### src/rtl/digit_serial_adder.sv
// Digit-serial adder: sums two WIDTH-bit operands plus carry-in, DIGIT bits per clock,
// behind valid/ready handshakes on the operand and result sides.
module digit_serial_adder #(
  parameter int WIDTH = 8,
  parameter int DIGIT = 4
) (
  input  logic             Clk,
  input  logic             nReset,
  input  logic             InValid,
  output logic             InReady,
  input  logic [WIDTH-1:0] In1,
  input  logic [WIDTH-1:0] In2,
  input  logic             InC,
  output logic             OutValid,
  input  logic             OutReady,
  output logic [WIDTH-1:0] R,
  output logic             OutC,
  output logic             Ovf
);

  // state | meaning
  // IDLE  | waiting for operands, InReady high
  // RUN   | adding one digit per cycle, LSB digit first
  // DONE  | result presented, waiting for OutReady
  localparam int NDIG = WIDTH / DIGIT;
  localparam int CW   = (NDIG > 1) ? $clog2(NDIG) : 1;

  typedef enum logic [1:0] {IDLE, RUN, DONE} state_t;

  state_t           state_q, state_d;
  logic [WIDTH-1:0] a_q, b_q, part_q;
  logic             carry_q;
  logic [CW-1:0]    cnt_q;

  logic [DIGIT:0]   dsum;
  logic [WIDTH-1:0] a_nxt, b_nxt, part_nxt;
  logic             last;
  logic             c_msb;

  // Operands shift right so the active digit is always in the low DIGIT bits.
  always_comb begin
    dsum     = {1'b0, a_q[DIGIT-1:0]} + {1'b0, b_q[DIGIT-1:0]} + {{DIGIT{1'b0}}, carry_q};
    a_nxt    = WIDTH'({{DIGIT{1'b0}}, a_q} >> DIGIT);
    b_nxt    = WIDTH'({{DIGIT{1'b0}}, b_q} >> DIGIT);
    part_nxt = WIDTH'({dsum[DIGIT-1:0], part_q} >> DIGIT);
    last     = (cnt_q == CW'(NDIG - 1));
    c_msb    = a_q[DIGIT-1] ^ b_q[DIGIT-1] ^ dsum[DIGIT-1];
  end

  always_ff @(posedge Clk or negedge nReset) begin
    if (!nReset) state_q <= IDLE;
    else         state_q <= state_d;
  end

  always_comb begin
    state_d  = state_q;
    InReady  = 1'b0;
    OutValid = 1'b0;
    case (state_q)
      IDLE: begin
        InReady = 1'b1;
        if (InValid) state_d = RUN;
      end
      RUN: begin
        if (last) state_d = DONE;
      end
      DONE: begin
        OutValid = 1'b1;
        if (OutReady) state_d = IDLE;
      end
      default: state_d = IDLE;
    endcase
  end

  always_ff @(posedge Clk or negedge nReset) begin
    if (!nReset) begin
      a_q     <= '0;
      b_q     <= '0;
      part_q  <= '0;
      carry_q <= 1'b0;
      cnt_q   <= '0;
      R       <= '0;
      OutC    <= 1'b0;
      Ovf     <= 1'b0;
    end else begin
      case (state_q)
        IDLE: begin
          if (InValid) begin
            a_q     <= In1;
            b_q     <= In2;
            carry_q <= InC;
            cnt_q   <= '0;
            part_q  <= '0;
          end
        end
        RUN: begin
          a_q     <= a_nxt;
          b_q     <= b_nxt;
          part_q  <= part_nxt;
          carry_q <= dsum[DIGIT];
          if (last) begin
            cnt_q <= '0;
            R     <= part_nxt;
            OutC  <= dsum[DIGIT];
            Ovf   <= c_msb ^ dsum[DIGIT];
          end else begin
            cnt_q <= cnt_q + CW'(1);
          end
        end
        default: ;
      endcase
    end
  end

endmodule
### config.mk
export PLATFORM = sky130hd
export DESIGN_NAME = digit_serial_adder
export DESIGN_NICKNAME = d
export VERILOG_FILES = /design/src/rtl/digit_serial_adder.sv
export SDC_FILE = /design/constraint.sdc
export NUM_CORES = 1
export LEC_CHECK = 0
export CORE_UTILIZATION = 35
export CTS_BUF_LIST = sky130_fd_sc_hd__clkbuf_4 sky130_fd_sc_hd__clkbuf_8
export DETAILED_ROUTE_END_ITERATION = 16
export PLACE_DENSITY = 0.63
export SLEW_MARGIN = 20
export SYNTH_ARGS = -nofsm -noshare
export SYNTH_HDL_FRONTEND = slang
export SYNTH_SLANG_ARGS = --single-unit
### constraint.sdc
create_clock -name Clk -period 2.2 [get_ports Clk]
set_input_delay 0.22 -clock Clk [delete_from_list [all_inputs] [get_ports Clk]]
set_output_delay 0.22 -clock Clk [all_outputs]
set_load 0.005 [all_outputs]
==> flow_summary.yaml <==
die:
  rows: 23
  die_w_um: 67.06
  coreArea_mm2: 0.004029
  start_util_pct: 36.77
  dieArea_mm2: 0.004497
  ios: 33
  die_h_um: 67.06
grt:
  grt_pass1_wl_mm: 5.244
  grt_usage_pct: 16.24
  first_global_vias: 1125
  antenna_found_initial: 0
  grt_max_degree: 35
  gr-total-overflow: 0
timing:
  setup_viol: 0
  slew_viol_final: 0
  setup_tns_ps: 0
  relSlewSlack_pct: 72.50
  max_freq_ghz: 0.4957
  hold_viol: 0
  finalClockSkew_ps: 4.454
  finalCritPeriodShare_pct: 91.70
  tightest_slew_ps: 412.5
  rsz0062_at_grt: "false"
  min_period_ps: 2017
synth:
  synth_cell_types: 25
  synth_top_family_by_area: "compound AO/OA/AOI/OAI gates"
  yosysMostFrequentCell: "dfrtp_1"
  syn_nets: 147
  yosysWarnings: 0
  yosys.area_share.simple_pct: 4.476
  synth-edff-count: 0
  async_flop_share_pct: 100.0
  synth-seq-cells: 34
  synth.largest_area_cell: "dfrtp_1"
  synth_cells: 121
  synthMuxAreaShare_pct: 6.081
  synth_xor_area_share_pct: 1.774
  yosys-top-cells-area: "dfrtp_1, o22ai_1, a22o_1"
  synth_top_area_share_pct: 57.43
  synth_compound_area_share_pct: 21.88
  ys_seq_area_share_pct: 57.43
  synth_common_cells: "dfrtp_1, o22ai_1, a21oi_1"
  synth_top_flop_cell: "dfrtp_1"
  synthAdderAreaFrac_pct: 5.236
  syn-cell-area_mm2: 0.001481
  avgSynthCellArea_um2: 12.24
drt:
  met3_length_um: 188
  viasPerCell: 5.252
  ant_nets: 0
  post_drt_wl_per_cell_um: 14.55
  drc: 0
  dr.pass1.iters: 4
  wl_met1_mm: 1.356
  vias: 1103
  top_layer_used: "met4"
  first_iter_violations: 67
  dr_wl_met2_mm: 1.483
  wirelength_mm: 3.056
layout:
  nets: 185
  n_fill_cell: 371
  diodes: 0
  final_layout_size_suffix_gt1_share_pct: 15.00
  area_delta_synth_final_pct: 32.43
worst_hold_path:
  hold_class: "input port to asynchronous set/reset pin"
worst_setup_path:
  worstPathArrival_ps: 2170
  cp_slowest_stage_delay_ps: 480
  cp_top_family: "adder cells"
  cp.required_ps: 2350
  worst-path-buf-inv: 0
  r2r-end: "Ovf"
  cp_common_cell: "fa_1"
  path_cells: "fa_1, fa_1, a21o_1, a21oi_2, xnor2_1, o21ai_0"
  rrSetupSlack_ps: 180
  path_max_fanout: 3
  r2r_start: "a_q[0]"
  cp-start-kind: "register"
  r2r_cells: 6
  end_kind: "register"
  cp_slowest_cell: "fa_1"
  criticalPathCategory: "register to register"
clocking:
  cts_tree: "yes"
  cts_root_buf: "clkbuf_8"
  cts_buffer_depth: 2
  clkTransAtPathRegs_ps: 70
  numCtsBuffers: 5
  clk_latency_ps: 280
  cts-htree-levels: 2
  holdBufCountCts: 0
  cts_num_sinks: 34
pwr:
  finalPower_mw: 3.130
  p_per_area_mw_per_mm2: 1596
  ir_drop_v: 0.0006967
  leakage_nw: 0.8613
outcome:
  status: "finished clean"
placement:
  hpwl_mm: 2.367
  gp_congestion: 0.7741
  numPortBuffers: 32
flow_run:
  drv_cap: 0
cell families (layout without fill, tap and decap cells):
kind of cell	count (synthesis)	in the layout
flip-flops	34	34
AO/OA/AOI/OAI	50	50
multiplexers	7	7
AND/OR/NAND/NOR	14	14
buffers and inverters	8	47
XOR/XNOR	3	3
adder cells (fa/ha/maj)	5	5
stage by stage:
| step | worst slack, ps | utilization [%] | area, um2 | hold slack [ps] | instances |
|---|---|---|---|---|---|
| floorplan | 250.6 | - | 1481 | -75.59 | 121 |
| global placement | 169.8 | 46.24 | 1863 | 473.1 | 202 |
| detailed placement | 111.8 | 46.24 | 1863 | 481.3 | 202 |
| CTS | 102.8 | 48.60 | 1958 | 345.2 | 210 |
| global route | 42.32 | 48.70 | 1962 | 380.0 | 210 |
| finish | 182.7 | 48.70 | 1962 | 333.6 | 210 |
worst max path at each step:
stage,startpoint,end,slack [ps],depth (start not counted)
2_1_floorplan,a_q[0],Ovf,250,6
3_3_place_gp,a_q[0],Ovf,170,6
3_5_place_dp,a_q[0],Ovf,110,6
4_1_cts,a_q[0],Ovf,100,6
5_1_grt,a_q[0],Ovf,40,6
6_report,a_q[0],Ovf,180,6
per-layer routing:
layer	vias to the layer above	track usage, %
li1	530	-
met1	531	19.87
met2	39	26.13
met3	3	4.795
met4	0	7.181
met5	-	0
worst reg2reg max path, delay by kind of cell, from the launching register on:
family	cells	cell delay [ps]
adder cells (fa/ha/maj)	2	900
AO/OA/AOI/OAI	3	440
flip-flops	1	420
XOR/XNOR	1	130
cells in the final DEF, fill, tap and decap left out, types with 2 or more instances in the layout:
cell and count:
fa_1 2, clkbuf_8 6, dfrtp_1 34, mux2_4 3
o22ai_1 17, nor2_1 4, a21o_1 2, a21oi_1 11
clkdlybuf4s50_1 32, a22o_1 11, o21ai_0 6, nand2_1 6
ha_1 3, mux2_2 4, xnor2_1 3, buf_4 5
flip-flops by register name, summed over array words and instances, names as in the netlist:
signal,flops
cnt_q,1
b_q,8
R,8
OutC,1
carry_q,1
Ovf,1
state_q,2
part_q,4
a_q,8
cell type report:
type | instances | area [um2] | area share, %
flip-flops and latches | 34 | 850.8 | 43.37
multi-input cells | 79 | 588.1 | 29.97
repair buffers | 37 | 357.8 | 18.24
clock buffers | 7 | 90.09 | 4.592
well taps | 50 | 62.56 | 3.189
inverters | 2 | 7.507 | 0.3827
clock inverters | 1 | 5.005 | 0.2551
repair_timing:
action,in CTS,in global routing
setup buffers,0,0
resized for setup,0,1
endpoints found under the setup margin,0,1
report_power, final:
part           leakage (nW)  internal, mW  switching (mW)
Clock                0.0517         0.264           0.209
Sequential            0.423         0.928           0.238
Combinational         0.386         0.820           0.671
Note: power is estimated with default switching activity, not from simulation.
